[config.mk]
export PLATFORM = sky130hd
export DESIGN_NAME = idct4_pipe_flat
export DESIGN_NICKNAME = d
export VERILOG_FILES = /design/src/rtl/idct4_pipe_if.sv /design/src/rtl/idct4_pipe.sv /design/src/flat_wrapper.sv
export SDC_FILE = /design/constraint.sdc
export NUM_CORES = 1
export LEC_CHECK = 0
export CAP_MARGIN = 20
export CELL_PAD_IN_SITES_DETAIL_PLACEMENT = 1
export CELL_PAD_IN_SITES_GLOBAL_PLACEMENT = 2
export CORE_MARGIN = 2
export CORE_UTILIZATION = 39
export CTS_BUF_LIST = sky130_fd_sc_hd__clkbuf_16
export DETAILED_ROUTE_END_ITERATION = 8
export MAX_ROUTING_LAYER = met4
export PLACE_DENSITY_LB_ADDON = 0.1
export SLEW_MARGIN = 20
export SYNTH_ARGS = -nofsm -noshare
export SYNTH_HDL_FRONTEND = slang
export SYNTH_SLANG_ARGS = --single-unit
[constraint.sdc]
create_clock -name clk -period 13.28 [get_ports clk]
set_input_delay 1.328 -clock clk [delete_from_list [all_inputs] [get_ports clk]]
set_output_delay 1.328 -clock clk [all_outputs]
set_load 0.01 [all_outputs]
[src/rtl/idct4_pipe_if.sv]
// idct4_pipe_if: beat-in/beat-out handshake and data bundle for the 4-point IDCT pipe
interface idct4_pipe_if #(
  parameter int IN_W = 16,
  parameter int OUT_W = 16
);
  logic in_valid, in_ready, in_pass;
  logic signed [IN_W-1:0] s0, s1, s2, s3;
  logic out_valid, out_ready, out_sat;
  logic signed [OUT_W-1:0] d0, d1, d2, d3;
  modport master (
    output in_valid, in_pass, s0, s1, s2, s3, out_ready,
    input in_ready, out_valid, out_sat, d0, d1, d2, d3
  );
  modport slave (
    input in_valid, in_pass, s0, s1, s2, s3, out_ready,
    output in_ready, out_valid, out_sat, d0, d1, d2, d3
  );
endinterface

[src/rtl/idct4_pipe.sv]
// idct4_pipe: 3-stage 4-point inverse-DCT butterfly with per-beat pass shift and saturation
module idct4_pipe #(
  parameter int IN_W = 16,
  parameter int OUT_W = 16,
  parameter int SHIFT0 = 7,
  parameter int SHIFT1 = 12
) (
  input logic clk,
  input logic reset,
  idct4_pipe_if.slave io
);
  localparam int ACC_W = IN_W + 9;
  localparam logic signed [ACC_W-1:0] C64 = ACC_W'(64);
  localparam logic signed [ACC_W-1:0] C83 = ACC_W'(83);
  localparam logic signed [ACC_W-1:0] C36 = ACC_W'(36);
  localparam logic signed [ACC_W-1:0] RND0 = ACC_W'(1) << (SHIFT0 - 1);
  localparam logic signed [ACC_W-1:0] RND1 = ACC_W'(1) << (SHIFT1 - 1);
  localparam logic signed [ACC_W-1:0] MAXV = ACC_W'((1 << (OUT_W - 1)) - 1);
  localparam logic signed [ACC_W-1:0] MINV = ~MAXV;

  logic en;
  logic v1, pass1, v2, pass2;
  logic signed [ACC_W-1:0] p0, p2, p1a, p1b, p3a, p3b;
  logic signed [ACC_W-1:0] e0, e1, o0, o1;
  logic signed [ACC_W-1:0] r [4];
  logic [OUT_W:0] q [4];

  assign en = !io.out_valid | io.out_ready;
  assign io.in_ready = en;

  function automatic logic [OUT_W:0] scale(input logic signed [ACC_W-1:0] x, input logic pass);
    logic signed [ACC_W-1:0] t;
    t = pass ? (x + RND1) >>> SHIFT1 : (x + RND0) >>> SHIFT0;
    return t > MAXV ? {1'b1, MAXV[OUT_W-1:0]} : t < MINV ? {1'b1, MINV[OUT_W-1:0]} : {1'b0, t[OUT_W-1:0]};
  endfunction

  // final butterfly, rounding shift and clipping for the beat in stage 2
  always_comb begin
    r[0] = e0 + o0;
    r[1] = e1 + o1;
    r[2] = e1 - o1;
    r[3] = e0 - o0;
    for (int k = 0; k < 4; k++) q[k] = scale(r[k], pass2);
  end

  // pipeline registers; every stage advances together under the global stall
  always_ff @(posedge clk) begin
    if (reset) begin
      v1 <= 1'b0;
      v2 <= 1'b0;
      io.out_valid <= 1'b0;
      io.out_sat <= 1'b0;
      io.d0 <= '0;
      io.d1 <= '0;
      io.d2 <= '0;
      io.d3 <= '0;
    end else if (en) begin
      v1 <= io.in_valid;
      pass1 <= io.in_pass;
      p0 <= C64 * ACC_W'(io.s0);
      p2 <= C64 * ACC_W'(io.s2);
      p1a <= C83 * ACC_W'(io.s1);
      p1b <= C36 * ACC_W'(io.s1);
      p3a <= C83 * ACC_W'(io.s3);
      p3b <= C36 * ACC_W'(io.s3);
      v2 <= v1;
      pass2 <= pass1;
      e0 <= p0 + p2;
      e1 <= p0 - p2;
      o0 <= p1a + p3b;
      o1 <= p1b - p3a;
      io.out_valid <= v2;
      io.d0 <= q[0][OUT_W-1:0];
      io.d1 <= q[1][OUT_W-1:0];
      io.d2 <= q[2][OUT_W-1:0];
      io.d3 <= q[3][OUT_W-1:0];
      io.out_sat <= v2 & (q[0][OUT_W] | q[1][OUT_W] | q[2][OUT_W] | q[3][OUT_W]);
    end
  end
endmodule
[src/flat_wrapper.sv]
// flat-port wrapper written by rule: the top's interface ports become plain ports
module idct4_pipe_flat 
#(
  parameter int IN_W = 16,
  parameter int OUT_W = 16,
  parameter int SHIFT0 = 7,
  parameter int SHIFT1 = 12
)
  (clk, reset, io_in_valid, io_in_pass, io_s0, io_s1, io_s2, io_s3, io_out_ready, io_in_ready, io_out_valid, io_out_sat, io_d0, io_d1, io_d2, io_d3);
  idct4_pipe_if #(.IN_W(IN_W), .OUT_W(OUT_W)) io_i ();
  input logic clk;
  input logic reset;
  input wire logic [$bits(io_i.in_valid)-1:0] io_in_valid;
  input wire logic [$bits(io_i.in_pass)-1:0] io_in_pass;
  input wire logic [$bits(io_i.s0)-1:0] io_s0;
  input wire logic [$bits(io_i.s1)-1:0] io_s1;
  input wire logic [$bits(io_i.s2)-1:0] io_s2;
  input wire logic [$bits(io_i.s3)-1:0] io_s3;
  input wire logic [$bits(io_i.out_ready)-1:0] io_out_ready;
  output wire logic [$bits(io_i.in_ready)-1:0] io_in_ready;
  output wire logic [$bits(io_i.out_valid)-1:0] io_out_valid;
  output wire logic [$bits(io_i.out_sat)-1:0] io_out_sat;
  output wire logic [$bits(io_i.d0)-1:0] io_d0;
  output wire logic [$bits(io_i.d1)-1:0] io_d1;
  output wire logic [$bits(io_i.d2)-1:0] io_d2;
  output wire logic [$bits(io_i.d3)-1:0] io_d3;
  assign io_i.in_valid = io_in_valid;
  assign io_i.in_pass = io_in_pass;
  assign io_i.s0 = io_s0;
  assign io_i.s1 = io_s1;
  assign io_i.s2 = io_s2;
  assign io_i.s3 = io_s3;
  assign io_i.out_ready = io_out_ready;
  assign io_in_ready = io_i.in_ready;
  assign io_out_valid = io_i.out_valid;
  assign io_out_sat = io_i.out_sat;
  assign io_d0 = io_i.d0;
  assign io_d1 = io_i.d1;
  assign io_d2 = io_i.d2;
  assign io_d3 = io_i.d3;
  idct4_pipe #(.IN_W(IN_W), .OUT_W(OUT_W), .SHIFT0(SHIFT0), .SHIFT1(SHIFT1)) u_core (.clk(clk), .reset(reset), .io(io_i));
endmodule
## After elaboration in Yosys (flattened, before gate mapping)

Cells that the tools add are included.

| storage, ports and cells | value |
|---|---|
| input port bits | 69 |
| word-level logic and storage cells | 68 |
| output and inout port bits | 67 |
| register bits after elaboration | 298 |

| cells by class | value |
|---|---|
| magnitude comparators | 8 |
| reductions and logical operators | 2 |
| multipliers | 4 |
| bitwise operators | 6 |
| multiplexer cells | 12 |
| add/subtract/negate cells | 16 |

Operators with widths:

| kind | number |
|---|---|
| two-way mux 17 bit | 8 |
| adder 25 x 13 -> 25 bit (second input constant) | 4 |
| adder 25 x 8 -> 25 bit (second input constant) | 4 |
| > comparator 25 x 16 -> 1 bit (second input constant) | 4 |
| less-than comparator 25 x 16 -> 1 bit (second input constant) | 4 |
| two-way mux 25 bit | 4 |
| adder 25 bit | 3 |
| subtractor 25 bit | 3 |
| multiplier 8 x 16 -> 24 bit (first input constant) | 2 |
| multiplier 5 x 16 -> 21 bit (first input constant) | 2 |
| adder 22 x 22 -> 23 bit | 1 |
| subtractor 22 x 22 -> 23 bit | 1 |
| OR 1 bit | 4 |
| AND reduction 2 bit | 1 |
| AND 1 bit | 1 |
| logical NOT 1 bit | 1 |
| NOT 1 bit | 1 |

## Longest topological paths before layout

Gate-level depths: netlist of the first run.

| depth | value |
|---|---|
| depth after elaboration | 10 |
| gate-level depth with buffers | 18 |
| gate-level depth less buffers | 18 |

## Least setup slack after synthesis of the first run

Ideal clock, no wire load.

| timing path | value |
|---|---|
| path kind | input port to flip-flop |
| from | input port io_out_ready |
| to | register u_core.io.d1[14] |
| setup slack | 1.512 ns |
| arrival | 11.647 ns |
| library setup time | 0.121 ns |
| required time | 13.159 ns |
| stages on the path | 5 |
| path buffers | 1 |
| cell sequence | nor2b_1 clkbuf_1 nor2_1 o211ai_1 o211ai_1 |

| between the ends | value |
|---|---|
| word-level cells in the longest chain between the ends | 1 |

Ends and longest elaborated chain:

| what | RTL line | source |
|---|---|---|
| from (decl) | flat_wrapper.sv:19 | `input wire logic [$bits(io_i.out_ready)-1:0] io_out_ready;` |
| OR 1 bit | idct4_pipe.sv:28 | `assign en = !io.out_valid \| io.out_ready;` |
| to (signal assigned) | idct4_pipe.sv:74 | `io.d1 <= q[1][OUT_W-1:0];` |
| to (decl) | idct4_pipe_if.sv:16 | `output in_ready, out_valid, out_sat, d0, d1, d2, d3` |

Every way passes these cells.
A chain may end at the register's enable or synchronous reset.

## Worst setup path after layout of the first run

| timing path | value |
|---|---|
| from | input port io_s3[5] |
| to | register u_core.p3a[23], data pin |

| between the ends | value |
|---|---|
| word-level cells in the longest chain between the ends | 1 |

Ends and longest elaborated chain:

| what | RTL line | source |
|---|---|---|
| from (decl) | flat_wrapper.sv:18 | `input wire logic [$bits(io_i.s3)-1:0] io_s3;` |
| multiplier 8 x 16 -> 24 bit | idct4_pipe.sv:64 | `p3a <= C83 * ACC_W'(io.s3);` |
| to (signal assigned) | idct4_pipe.sv:64 |  |
| to (decl) | idct4_pipe.sv:23 | `logic signed [ACC_W-1:0] p0, p2, p1a, p1b, p3a, p3b;` |

Every way passes these cells.

==> impl_metrics.py, run 1 <==
metrics = {
    "critical_path": {
        "worstSetupPathType": "in -> reg",
        "cp_data_arrival_time_ns": 6.33,
        "max_stage_delay_ns": 0.81,
        "worst_setup_path_start_kind": "input pin",
        "cp_common_cell": "ha_1",
        "cp_cell_sequence": "clkdlybuf4s50_1, ha_1, ha_1, inv_1, fa_1, inv_1, ha_1, a21o_1, a21oi_1, o21bai_1, a21o_1, a21oi_1, o21ai_0, o41ai_1, o2111ai_1, a31oi_1, nor2b_1, o21ai_0, xnor2_1",
        "slowest_stage": "o41ai_1",
        "crit_fanout": 6,
        "path_buf_inv": 3,
        "end_kind": "register",
        "critical_path.top_delay_family": "compound AO/OA/AOI/OAI gates",
        "worstPathRequired_ns": 13.57,
    },
    "status": {
        "outcome": "complete, no violations",
    },
    "placement": {
        "place_inst": 3607,
        "dp_hpwl_mm": 56.6,
        "port_buffers": 135,
        "gp_congestion": 0.873,
    },
    "detailed_routing": {
        "via_per_inst": 5.34,
        "drt_iter0_markers": 737,
        "route.detailed.drc": 0,
        "firstDrtPassIters": 4,
        "routed_wl_mm": 69.2,
        "ant_nets": 0,
        "avgRoutedWirePerCell_um": 18.9,
        "vias": 19585,
    },
    "synth": {
        "ys_seq_elements": 273,
        "async_flop_share": 0,
        "yosys_warnings": 0,
        "syn_area_um2": 24900,
        "avgSynthCellArea_um2": 9.24,
        "syn_inst": 2694,
        "synthFlopType": "edfxtp_1",
        "synth_seq_area_share": 0.302,
        "synth.distinct_cells": 100,
        "synth_edf_count": 205,
        "synth_nets": 3156,
    },
    "grt": {
        "grt_pass1_vias": 20746,
        "grt_max_degree": 81,
        "grt_usage": 0.215,
        "gr-total-overflow": 0,
        "antenna_found_initial": 0,
        "grt_first_pass_wirelength_mm": 111,
    },
    "sta": {
        "max_slew_margin": 0.303,
        "fmax_mhz": 166,
        "finalSetupViolCount": 0,
        "finalHoldViolCount": 0,
        "grt_setup_unrepaired": "no",
        "fin_crit_ns": 6.04,
        "maxSlewViolCount": 0,
        "fin_setup_tns_ns": 0,
        "period_share": 0.454,
        "clock_skew_ns": 0.0141,
        "worst_pin_slew_ns": 1.05,
    },
    "clocking": {
        "clock_sinks": 273,
        "cts_buffers": 35,
        "cts_resized": 0,
        "cts_root_buffer": "clkbuf_16",
        "hold_buffers": 0,
        "clk_latency_ns": 0.55,
        "cts_tree": "done",
        "htree_levels": 2,
        "cts.path.max_buffers": 3,
        "postCtsSetupRepairBufs": 0,
        "clk_pin_slew_worst_paths_ns": 0.06,
    },
    "floorplanning": {
        "fp-row-count": 92,
        "start_util": 0.395,
        "num_io_pins": 136,
        "fp.dieH_um": 257,
        "core-area_um2": 63100,
        "die_x_um": 257,
        "die-area_um2": 65900,
    },
    "layout": {
        "final_cells": 3669,
        "num-nets-final": 3260,
        "area_growth_pct": 13.0,
        "drive_gt1_frac": 0.0393,
        "antennaDiodeCount": 0,
    },
    "worst_hold_path": {
        "holdCritPathClass": "reg -> reg",
    },
    "pwr": {
        "ir_drop_v": 0.0000772,
        "cellPowerDensity_nw_per_um2": 246,
        "total_leakage_power_uw": 0.0121,
    },
    "job": {
        "drv_cap": 0,
    },
}
kinds of logic (layout without fill, tap and decap cells):
kind of cell / count (synthesis) / after routing / synth area share
buffers and inverters: 395 / 524 / 0.0611
muxes: 16 / 16 / 0.00674
DFF: 273 / 273 / 0.302
xor gates and xnor gates: 284 / 284 / 0.0999
and+or+nand+nor: 713 / 713 / 0.140
adders and majority gates: 393 / 393 / 0.217
AOI/OAI and AO/OA: 620 / 620 / 0.173
metal layers:
metal	part of all wire	track usage
met5	0	-
met4	0.021	0.0504
met3	0.028	0.0258
met2	0.50	0.377
met1	0.45	0.263
layout by cell type (no fill, tap or decap), types with 8 or more instances in the layout:
cell type and instances:
a31oi_1 22, clkbuf_16 37, o211ai_1 28, edfxtp_1 205, nand3_1 50, o31ai_1 10, o21bai_1 36, nor2b_1 32
nor2_1 231, nand2_1 144, o21a_1 26, nor3b_1 9, a2111oi_0 8, ha_1 330, clkdlybuf4s50_1 134, a211o_1 19
mux2i_1 10, inv_1 321, nor4_1 18, dfxtp_1 68, clkinv_1 9, a211oi_1 81, buf_4 10, a21oi_1 139
a21o_1 41, xnor2_1 210, or3_1 20, nand2b_1 21, o21ai_0 98, xor2_1 74, and2_1 23, fa_1 63
nor3_1 69, and3_1 25, or2_2 12, nand4_1 24
final timing paths:
check,startpoint,end,slack (ns),cells past startpoint
setup / recovery,io_s3[5],u_core.p3a[23],7.24,19
hold / removal,u_core.p1a[1],u_core.o0[1],0.43,0
setup reg to reg,u_core.e1[6],u_core.io.d2[3],7.90,13
hold reg to reg,u_core.p1a[1],u_core.o0[1],0.43,0
synth_stat cells, types with 51 or more instances:
| library cell | count | area, µm² |
|---|---|---|
| a211oi_1 | 81 | 608 |
| a21oi_1 | 140 | 701 |
| clkbuf_1 | 51 | 191 |
| dfxtp_1 | 68 | 1360 |
| edfxtp_1 | 205 | 6160 |
| fa_1 | 63 | 1260 |
| ha_1 | 330 | 4130 |
| inv_1 | 315 | 1180 |
| nand2_1 | 144 | 541 |
| nor2_1 | 232 | 871 |
| nor3_1 | 69 | 345 |
| o21ai_0 | 98 | 490 |
| xnor2_1 | 210 | 1840 |
| xor2_1 | 74 | 648 |
where the power goes:
group	leakage, µW	switching [µW]	total, µW	internal (µW)
Sequential	0.00257	139	1400	1260
Clock	0.000556	384	907	523
Combinational	0.00893	2760	4600	1840
worst register-to-register path: stages, from the launching register on:
cell	delay, ns
edfxtp_1	0.50
ha_1	0.40
or4bb_1	0.51
o21ai_1	0.71
a21oi_1	0.27
xnor2_1	0.61
nand3_1	0.40
nor2_1	0.34
nand4_1	0.17
mux2i_1	0.21
o21ai_0	0.31
and2_1	0.53
o21a_1	0.21
nor3_1	0.05
stage by stage:
| stage | setup WS [ns] | total power, µW | hold WS (ns) | instance area (µm²) | utilization |
|---|---|---|---|---|---|
| floorplan | 1.51 | 4730 | 0.400 | 24900 | - |
| global placement | 6.72 | 5910 | 0.406 | 27000 | 0.429 |
| detailed placement | 6.58 | 6030 | 0.420 | 27000 | 0.429 |
| CTS | 7.17 | 6970 | 0.429 | 28100 | 0.446 |
| global route | 6.80 | 7520 | 0.433 | 28100 | 0.446 |
| finish | 7.24 | 6910 | 0.427 | 28100 | 0.446 |
sequential cells by signal (all words and copies together), names as in the netlist, 17 cells and up:
name        cells
u_core.e1      17
u_core.o0      25
u_core.p1a     24
u_core.p3a     24
u_core.o1      25
u_core.p3b     20
u_core.p1b     20
layout make-up:
type                       instances  area [µm²]
tap                              846        1060
clock buffer                      37         926
timing repair buffer             145        1420
sequential                       273        7520
clock inverter                    25         148
fill                            7283       35000
multi-input combinational       2026       15900
inverter                         317        1190
(Power assumes the default switching activity.)
==> run 2: changes to the inputs <==
Settings changed: CORE_UTILIZATION 39 to 36.
Clock period 13.28 ns to 5.55 ns, I/O delays scaled along.
==> impl_metrics.py, run 2 (synthesis results as in run 1) <==
metrics = {
    "floorplanning": {
        "die-area_um2": 71300,
        "start_util": 0.364,
        "fp-row-count": 96,
        "core-area_um2": 68500,
        "num_io_pins": 136,
        "fp.dieH_um": 267,
        "die_x_um": 267,
    },
    "critical_path": {
        "worstPathRequired_ns": 6.03,
        "worstSetupPathType": "reg -> reg",
        "worst_setup_path_start_kind": "register",
        "crit_fanout": 14,
        "cp_data_arrival_time_ns": 5.46,
        "end_kind": "register",
    },
    "detailed_routing": {
        "ant_nets": 0,
        "drt_iter0_markers": 786,
        "firstDrtPassIters": 5,
        "route.detailed.drc": 0,
        "avgRoutedWirePerCell_um": 19.1,
        "vias": 19653,
        "routed_wl_mm": 71.6,
        "via_per_inst": 5.25,
    },
    "grt": {
        "gr-total-overflow": 0,
        "grt_max_degree": 96,
        "antenna_found_initial": 0,
        "grt_pass1_vias": 20556,
        "grt_first_pass_wirelength_mm": 113,
        "grt_usage": 0.207,
    },
    "sta": {
        "fin_crit_ns": 4.99,
        "finalHoldViolCount": 0,
        "finalSetupViolCount": 0,
        "max_slew_margin": 0.165,
        "fin_setup_tns_ns": 0,
        "fmax_mhz": 201,
        "period_share": 0.898,
        "clock_skew_ns": 0.0251,
        "grt_setup_unrepaired": "no",
        "maxSlewViolCount": 0,
        "worst_pin_slew_ns": 1.24,
    },
    "pwr": {
        "ir_drop_v": 0.000219,
        "total_leakage_power_uw": 0.0123,
        "cellPowerDensity_nw_per_um2": 595,
    },
    "job": {
        "drv_cap": 0,
    },
    "layout": {
        "antennaDiodeCount": 0,
        "area_growth_pct": 15.1,
        "num-nets-final": 3294,
        "drive_gt1_frac": 0.0535,
        "reg.largest.list": "u_core.o0 x25, u_core.o1 x25",
        "final_common_cell": "ha_1",
        "post-route-cell-area_um2": 28600,
        "layout_common_cells": "ha_1, inv_1, nor2_1, xnor2_1, edfxtp_1",
        "final_core_util": 0.418,
    },
    "clocking": {
        "htree_levels": 2,
        "cts_tree": "done",
        "cts_root_buffer": "clkbuf_16",
        "clk_pin_slew_worst_paths_ns": 0.06,
        "postCtsSetupRepairBufs": 0,
        "cts_resized": 0,
        "clock_sinks": 273,
        "cts.path.max_buffers": 3,
        "clk_latency_ns": 0.58,
        "hold_buffers": 0,
        "cts_buffers": 36,
    },
    "placement": {
        "dpl-instance-area_um2": 27400,
        "port_buffers": 135,
        "dp_hpwl_mm": 59.1,
        "gp_congestion": 0.862,
    },
    "status": {
        "outcome": "complete, no violations",
    },
    "worst_hold_path": {
        "holdCritPathClass": "reg -> reg",
    },
}
run 2: changes by cell type in the layout (fill, tap and decap cells not counted), moves of 2 or more:
cell / before / now
buf_4: 10 / 42
bufinv_16: 1 / 6
clkinv_16: 0 / 2
inv_2: 4 / 2
clkinvlp_4: 0 / 3
clkinv_4: 0 / 3
inv_6: 2 / 0
clkinv_1: 9 / 3
run 2: metrics by stage:
stage | hold WS, ns | power, µW | instances | setup WS (ns)
3_5_place_dp | 0.406 | 14600 | 3676 | 0.328
3_3_place_gp | 0.405 | 14400 | 3676 | 0.401
2_1_floorplan | 0.400 | 11300 | 2694 | 0.847
6_report | 0.421 | 17000 | 3741 | 0.565
4_1_cts | 0.420 | 17200 | 3741 | 0.482
5_1_grt | 0.430 | 18500 | 3741 | 0.204
run 2: cell type report:
cell class	count	area, µm²
Fill cell	7767	39800
Multi-Input combinational cell	2026	15900
Sequential cell	273	7520
Timing Repair Buffer	178	1680
Inverter	317	1190
Tap cell	882	1100
Clock buffer	37	926
Clock inverter	28	360
run 2: worst max-delay path, cell delays in order, from the launching register on:
cell and delay (ns):
edfxtp_1 0.46, ha_1 0.21, inv_1 0.05, fa_1 0.40, nor2_1 0.15, o221ai_1 0.23
o311ai_0 1.05, inv_1 0.22, ha_1 0.33, nand4b_1 0.22, nor3_1 0.09, and4_1 0.21
or3_1 0.33, or3b_1 0.42, a21bo_2 0.28, a211oi_1 0.23
run 2: metal layers:
layer	global-route usage	wire length (µm)
met2	0.364	35500
met1	0.251	32300
met5	-	0
met4	0.0582	1930
met3	0.0234	1900
run 2: final timing paths:
path,slack [ns],end,cells after the start,startpoint
worst min-delay path,0.42,u_core.o0[1],0,u_core.p1a[1]
worst max-delay path,0.56,u_core.io.d1[3],15,u_core.e1[6]
worst max register to register,0.56,u_core.io.d1[3],15,u_core.e1[6]
worst min register to register,0.42,u_core.o0[1],0,u_core.p1a[1]
run 2: report_power, final:
group	internal [µW]	leakage (µW)	switching [µW]	total (µW)
registers	3020	0.00257	342	3360
clock network	1510	0.000636	1000	2510
logic	4550	0.00909	6610	11200
total	9090	0.0123	7950	17000
==> run 3: changes to the inputs <==
Settings changed: SLEW_MARGIN 20 to unset.
==> impl_metrics.py, run 3 (synthesis results as in run 1) <==
metrics = {
    "status": {
        "outcome": "complete, no violations",
    },
    "critical_path": {
        "worst_setup_path_start_kind": "register",
        "worstPathRequired_ns": 6.03,
        "crit_fanout": 14,
        "slowest_stage": "o311ai_0",
        "end_kind": "register",
        "worstSetupPathType": "reg -> reg",
        "max_stage_delay_ns": 1.04,
        "cp_cell_sequence": "ha_1, inv_1, fa_1, nor2_1, o221ai_1, o311ai_0, inv_1, ha_1, nand4b_1, nor3_1, and4_1, or3_1, or3b_1, a21bo_2, a211oi_1",
        "cp_data_arrival_time_ns": 5.45,
    },
    "clocking": {
        "cts_resized": 0,
        "hold_buffers": 0,
        "postCtsSetupRepairBufs": 0,
        "clock_sinks": 273,
        "cts_tree": "done",
        "cts_buffers": 36,
        "cts.path.max_buffers": 3,
        "clk_pin_slew_worst_paths_ns": 0.06,
        "clk_latency_ns": 0.58,
        "cts_root_buffer": "clkbuf_16",
        "htree_levels": 2,
    },
    "layout": {
        "final_core_util": 0.418,
        "multi_input_area_um2": 15900,
        "antennaDiodeCount": 0,
        "regArea_um2": 7520,
        "num-nets-final": 3295,
        "reg.largest.list": "u_core.o0 x25, u_core.o1 x25",
        "final_common_cell": "ha_1",
        "area_growth_pct": 15.1,
        "drive_gt1_frac": 0.0535,
        "layout_common_cells": "ha_1, inv_1, nor2_1, xnor2_1, edfxtp_1",
        "n_fill_cell": 7768,
    },
    "floorplanning": {
        "die_x_um": 267,
        "fp-row-count": 96,
        "die-area_um2": 71300,
        "fp.dieH_um": 267,
        "num_io_pins": 136,
        "core-area_um2": 68500,
        "start_util": 0.364,
    },
    "placement": {
        "dp_hpwl_mm": 59.1,
        "gp_congestion": 0.862,
        "port_buffers": 135,
    },
    "detailed_routing": {
        "firstDrtPassIters": 5,
        "drt_iter0_markers": 780,
        "via_per_inst": 5.25,
        "ant_nets": 0,
        "vias": 19659,
        "routed_wl_mm": 71.6,
        "route.detailed.drc": 0,
        "avgRoutedWirePerCell_um": 19.1,
    },
    "worst_hold_path": {
        "holdCritPathClass": "reg -> reg",
    },
    "sta": {
        "max_slew_margin": 0.181,
        "finalSetupViolCount": 0,
        "fmax_mhz": 201,
        "finalHoldViolCount": 0,
        "clock_skew_ns": 0.0283,
        "fin_crit_ns": 4.97,
        "grt_setup_unrepaired": "no",
        "period_share": 0.896,
        "fin_setup_tns_ns": 0,
        "maxSlewViolCount": 0,
        "worst_pin_slew_ns": 1.21,
    },
    "pwr": {
        "ir_drop_v": 0.000219,
        "cellPowerDensity_nw_per_um2": 595,
        "total_leakage_power_uw": 0.0123,
    },
    "grt": {
        "antenna_found_initial": 0,
        "grt_max_degree": 96,
        "grt_usage": 0.207,
        "gr-total-overflow": 0,
        "grt_first_pass_wirelength_mm": 113,
        "grt_pass1_vias": 20556,
    },
    "job": {
        "drv_cap": 0,
    },
}
## run 3: cell types whose count changed in the layout (fill, tap and decap cells not counted)
cell     delta
a21oi_1     +1
a21oi_2     -1
buf_4       +1
## run 3: area by class of cell
cell class                      count  share of cell area
Inverter                          317              0.0415
Multi-Input combinational cell   2026               0.554
Clock buffer                       37              0.0323
Timing Repair Buffer              179              0.0590
Sequential cell                   273               0.262
Tap cell                          882              0.0385
Clock inverter                     28              0.0126
## run 3: path summary, 6_finish.rpt
check / start / endpoint / cells after the start / slack, ns
min: u_core.p1a[1] / u_core.o0[1] / 0 / 0.42
max reg2reg: u_core.e1[6] / u_core.io.d1[3] / 15 / 0.58
max: u_core.e1[6] / u_core.io.d1[3] / 15 / 0.58
min reg2reg: u_core.p1a[1] / u_core.o0[1] / 0 / 0.42
## run 3: worst max-delay path: cells and delay by family (launching register included)
family	cells	cell delay, ns
compound gates	4	1.78
fa+ha+maj	3	0.94
buf+inv	2	0.27
flops	1	0.47
simple gates	6	1.42
## run 3: where the power goes
group	switching, µW	leakage (µW)	total, µW	internal, µW
registers	342	0.00257	3360	3020
clock network	1000	0.000636	2510	1510
logic	6610	0.00910	11200	4560
total	7950	0.0123	17000	9090
## run 3: stage by stage
stage | power, µW | setup WS [ns] | cells | instance area, µm² | hold slack, ns
after detailed placement | 14600 | 0.328 | 3676 | 27400 | 0.406
final | 17000 | 0.578 | 3742 | 28600 | 0.421
after global routing | 18500 | 0.215 | 3742 | 28600 | 0.430
after floorplan | 11300 | 0.847 | 2694 | 24900 | 0.400
after CTS | 17200 | 0.482 | 3741 | 28600 | 0.420
after global placement | 14400 | 0.401 | 3676 | 27400 | 0.405
## run 3: metal layers
metal  vias up  global-route usage  wire length, µm
met5         -                   -                0
met4         0              0.0582             1930
met3        89              0.0234             1850
met2       237               0.364            35500
met1      9501               0.251            32400
li1       9832                   -                -
==> RTL edit 1: new RTL, settings of run 1 <==
`OUT_W` is set to 16 in 3 places; all go to 15.
--- a/src/rtl/idct4_pipe_if.sv
+++ b/src/rtl/idct4_pipe_if.sv
@@ -1,7 +1,7 @@
 // idct4_pipe_if: beat-in/beat-out handshake and data bundle for the 4-point IDCT pipe
 interface idct4_pipe_if #(
   parameter int IN_W = 16,
-  parameter int OUT_W = 16
+  parameter int OUT_W = 15
 );
   logic in_valid, in_ready, in_pass;
   logic signed [IN_W-1:0] s0, s1, s2, s3;
--- a/src/rtl/idct4_pipe.sv
+++ b/src/rtl/idct4_pipe.sv
@@ -1,7 +1,7 @@
 // idct4_pipe: 3-stage 4-point inverse-DCT butterfly with per-beat pass shift and saturation
 module idct4_pipe #(
   parameter int IN_W = 16,
-  parameter int OUT_W = 16,
+  parameter int OUT_W = 15,
   parameter int SHIFT0 = 7,
   parameter int SHIFT1 = 12
 ) (
--- a/src/flat_wrapper.sv
+++ b/src/flat_wrapper.sv
@@ -2,7 +2,7 @@
 module idct4_pipe_flat 
 #(
   parameter int IN_W = 16,
-  parameter int OUT_W = 16,
+  parameter int OUT_W = 15,
   parameter int SHIFT0 = 7,
   parameter int SHIFT1 = 12
 )
Ports: changed (resized io_d0, io_d1, io_d2 and io_d3); port bits go from 136 to 132. The function was not compared with the original's and may differ.
==> RTL edit 1 against run 1 <==
  * Routed wire length shrank 3.8%
  * Sequential cell count fell by 4
  * Design area shrank 0.76%
  * Critical endpoint unchanged
  * Setup slack gained 0.36 ns
  * Clock power is 3.6% lower
  * Maximum frequency grew 6.3%
  * Synthesized area shrank 0.84%
  * Clock skew rose by 0.012 ns
  * Total power is 3.7% lower
==> RTL edit 1: results (changes against run 1) <==
[status]
status = finished clean

[final_layout]
layout.nets = 3223  ; -1.1%
drive_above_1_share_pct = 4.53  ; +0.60 points
stdcell_count = 3628  ; -1.1%
diodes = 0  ; unchanged
top_regs = u_core.o0 x25, u_core.o1 x25

[clock_tree]
clock_latency_ns = 0.56
clk_pin_slew_ns = 0.06  ; about the same
cts-resized-gates = 0  ; unchanged
h-tree-depth = 2  ; unchanged
post_cts.repair.setup_buffers = 0  ; unchanged
cts_made_buffers = 34  ; -2.9%
clk_path_buf_depth = 3  ; unchanged

[min_path]
hold_depth = 0  ; unchanged
hold_path_class = register to register
hold_path_startpoint = u_core.pass1

[yosys]
yosysWarnings = 0  ; unchanged
ys_top_cells_by_count = 340 x inv_1, 330 x ha_1, 205 x edfxtp_1
avgSynthCellArea_um2 = 9.31  ; +0.73%
synthesis.nets = 3114  ; -1.3%
async_reset_ff_share_pct = 0  ; unchanged
yosysSeqAreaShare_pct = 30.1  ; -0.069 points
synth_ff_type = edfxtp_1
synth_cell_types = 108  ; +8.0%
synth_area_leaders = edfxtp_1 25%, ha_1 17%, xnor2_1 7.2%
synth_edf_count = 205  ; unchanged

[global_route]
antenna_found_initial = 0  ; unchanged
grt_pass1_wl_mm = 107  ; -3.9%
grt_usage_pct = 20.7  ; -0.77 points
grt_pass1_vias = 20100  ; -3.1%
grt_max_degree = 201  ; +150%

[detailed_routing]
dr.pass1.iters = 5  ; +1
drt_iter0_markers = 626  ; -15%
vias = 19100  ; -2.5%
drt_wl_total_mm = 66.5  ; -3.8%

[place]
placed_area_um2 = 26900  ; -0.73%
dp_hpwl_mm = 54.6  ; -3.5%
place_ws_ns = 7.01  ; +0.431 ns
routabilityCongestion = 0.856  ; -1.9%
io_buffers = 131  ; -3.0%

[sta]
relSlewSlack_pct = 31.3  ; +0.96 points
skew_ns = 0.0261  ; +0.0120 ns

[critical_path]
cp.arrival_ns = 5.95  ; -0.38 ns
reg2reg_depth = 13  ; unchanged
cp-startpoint = io_s3[5]
reg2reg_from = u_core.e1[15]

[pwr]
p_leak_uw = 0.0119  ; -0.92%
ir_drop_uv = 90.2  ; +17%

## RTL edit 1: cell types whose count changed after synthesis, moves of 11 or more
cell,run 1,this run
nor2_1,232,198
inv_1,315,340
a211oi_1,81,58
a21oi_1,140,162
o21ai_0,98,84
o211ai_1,28,41
a211o_1,19,7
nor3_1,69,80
## RTL edit 1: final timing paths
check	slack, ns	endpoint
max reg2reg	7.90	u_core.io.d2[4]
min reg2reg	0.42	u_core.pass2
min	0.42	u_core.pass2
max	7.60	u_core.p3a[23]
## RTL edit 1: per-layer routing
layer	track usage [%]	vias to the layer above	routed length, um
li1	-	9570	-
met1	25.3	9254	30200
met2	36.4	201	32900
met3	2.50	74	1920
met4	5.10	0	1540
met5	-	-	0
## RTL edit 1: power by group
| group | total, uW | internal (uW) | switching, uW |
|---|---|---|---|
| sequential | 1380 | 1240 | 138 |
| combinational | 4400 | 1800 | 2600 |
| clock | 874 | 501 | 373 |
## RTL edit 1: kinds of logic after synthesis
group	synth area share (%)
DFF	30.1
AOI/OAI and AO/OA	16.6
adders and majority gates	21.8
and+or+nand+nor	14.2
buffers and inverters	6.45
muxes	0.644
xor gates and xnor gates	10.1
## RTL edit 1: per-stage QoR
stage | hold WS (ns) | util [%]
after floorplan | 0.400 | -
after CTS | 0.430 | 44.4
after global routing | 0.452 | 44.4
after global placement | 0.408 | 42.7
final | 0.424 | 44.4
after detailed placement | 0.413 | 42.7
## RTL edit 1: layout make-up
class	instances	area (um2)
Tap cell	846	1060
Multi-Input combinational cell	1969	15700
Sequential cell	269	7440
Timing Repair Buffer	144	1440
Clock buffer	37	926
Fill cell	7271	34900
Inverter	343	1290
Clock inverter	20	106
## RTL edit 1: worst max-delay path: stages
cell and delay, ns:
clkdlybuf4s50_1 0.66, ha_1 0.30, ha_1 0.27, inv_1 0.05, fa_1 0.54, inv_1 0.05, ha_1 0.34, a21o_1 0.17
a21oi_1 0.23, o21bai_1 0.10, a21oi_1 0.22, o21bai_1 0.12, a211oi_1 0.29, o21ai_0 0.16, and2_1 0.21, a21o_1 0.21
o41a_1 0.34, a41oi_1 0.25, xnor2_1 0.09
==> RTL edit 2: new RTL, settings of run 1 <==
Without the edit above. `SHIFT1` is set to 12 in 2 places; all go to 6.
--- a/src/rtl/idct4_pipe.sv
+++ b/src/rtl/idct4_pipe.sv
@@ -3,7 +3,7 @@
   parameter int IN_W = 16,
   parameter int OUT_W = 16,
   parameter int SHIFT0 = 7,
-  parameter int SHIFT1 = 12
+  parameter int SHIFT1 = 6
 ) (
   input logic clk,
   input logic reset,
--- a/src/flat_wrapper.sv
+++ b/src/flat_wrapper.sv
@@ -4,7 +4,7 @@
   parameter int IN_W = 16,
   parameter int OUT_W = 16,
   parameter int SHIFT0 = 7,
-  parameter int SHIFT1 = 12
+  parameter int SHIFT1 = 6
 )
   (clk, reset, io_in_valid, io_in_pass, io_s0, io_s1, io_s2, io_s3, io_out_ready, io_in_ready, io_out_valid, io_out_sat, io_d0, io_d1, io_d2, io_d3);
   idct4_pipe_if #(.IN_W(IN_W), .OUT_W(OUT_W)) io_i ();
Formal check against the unedited RTL: not equivalent (Yosys sat finds a counterexample within 4 cycles, from zero or initial values and one cycle with reset high).
==> RTL edit 2 against run 1 <==
  * Synthesized area rose by 4.4%
  * Count of clock-buffer cells in the layout is the same
  * Clock skew up 0.032 ns
  * Sequential cell count stayed put
  * Via count increased by 8.8%
  * Design area rose by 4.1%
  * Total power up 4.3%
  * Routed wire length rose by 9.6%
  * Setup slack improved by 0.31 ns
  * Largest power group unchanged
==> RTL edit 2: results (changes against run 1) <==
[pwr]
p_leak_uw = 0.0123  ; +1.6%
ir_drop_uv = 96.1  ; +24%
p_sw_share_pct = 48.6  ; +1.1 points

[status]
status = finished clean

[final_layout]
stdcell_count = 3878  ; +5.7%
multi_input_gates = 2199  ; +8.5%
layout.nets = 3451  ; +5.9%
layout.nonclk_buf_share_pct = 4.95  ; -0.11 points
clockNetworkAreaShare_pct = 3.97  ; +0.16 points
fillers = 7652  ; +5.1%
seq_area_share_pct = 25.7  ; -1.1 points
drive_above_1_share_pct = 4.05  ; +0.12 points
top_regs = u_core.o0 x25, u_core.o1 x25
multi_input_area_um2 = 16800  ; +6.1%
nNonClkInverters = 332  ; +4.7%
nonClockBufferCount = 147  ; +1.4%

[global_route]
grt_usage_pct = 22.8  ; +1.3 points
grt_pass1_vias = 22400  ; +7.8%
grt_pass1_wl_mm = 122  ; +9.1%

[detailed_routing]
dr.pass1.iters = 5  ; +1
vias = 21300  ; +8.8%
drt_iter0_markers = 939  ; +27%

[critical_path]
cp.arrival_ns = 6.10  ; -0.23 ns
slowest_delay_ns = 0.93  ; +0.12 ns
crit_slowest_cell = nor4_1
cp-startpoint = u_core.o1[10]
crit_path_end = u_core.io.d1[13]
crit_family = simple AND/OR/NAND/NOR gates
reg2reg_depth = 14  ; +1
reg2reg_from = u_core.o1[10]
critPathMaxFanout = 15  ; +9

[sta]
hold-worst-slack_ns = 0.399  ; -0.0277 ns
fin_ws_ns = 7.55  ; +0.307 ns
skew_ns = 0.0462  ; +0.0320 ns
relSlewSlack_pct = 26.5  ; -3.9 points

[place]
numPlacedInstances = 3815  ; +5.8%
place_ws_ns = 7.17  ; +0.588 ns
dp_hpwl_mm = 61.9  ; +9.3%
placed_area_um2 = 28100  ; +4.0%
routabilityCongestion = 0.871  ; -0.17%

[min_path]
hold_path_startpoint = u_core.pass1
holdPathEnd = u_core.pass2

[yosys]
ys_top_cells_by_count = 330 x ha_1, 327 x inv_1, 221 x nor2_1
yosysSeqAreaShare_pct = 28.9  ; -1.3 points
synth_cell_types = 99  ; -1.0%
postSynthCellCount = 2898  ; +7.6%
synthesis.nets = 3360  ; +6.5%
synth_area_leaders = edfxtp_1 24%, ha_1 16%, xnor2_1 6.0%

[floorplan]
die_area_um2 = 68700  ; +4.3%

[clock_tree]
cts_made_buffers = 36  ; +2.9%

[RTL edit 2: power by group through the flow]
stage,combinational [uW],clock (uW),sequential [uW]
after floorplan,3460,0,1430
after global placement,4700,0,1430
after detailed placement,4810,0,1440
after CTS,4840,1000,1420
after global routing,5380,1030,1440
final,4820,970,1410
[RTL edit 2: per-layer routing]
layer | GRT usage, % | vias up | share of wire, %
met2 | 39.2 | 261 | 49
met5 | - | - | 0
met1 | 29.1 | 10400 | 47
met3 | 2.31 | 79 | 2.5
li1 | - | 10600 | -
met4 | 4.43 | 0 | 1.6
[RTL edit 2: logic make-up (layout without fill, tap and decap cells)]
kind of cell / count (synthesis) / count (layout) / synth area share [%]
AOI/OAI and AO/OA: 731 / 731 / 19.3
xor gates and xnor gates: 242 / 242 / 8.16
adders and majority gates: 393 / 393 / 20.8
buffers and inverters: 426 / 542 / 6.32
DFF: 273 / 273 / 28.9
muxes: 8 / 8 / 0.337
and+or+nand+nor: 825 / 825 / 16.2
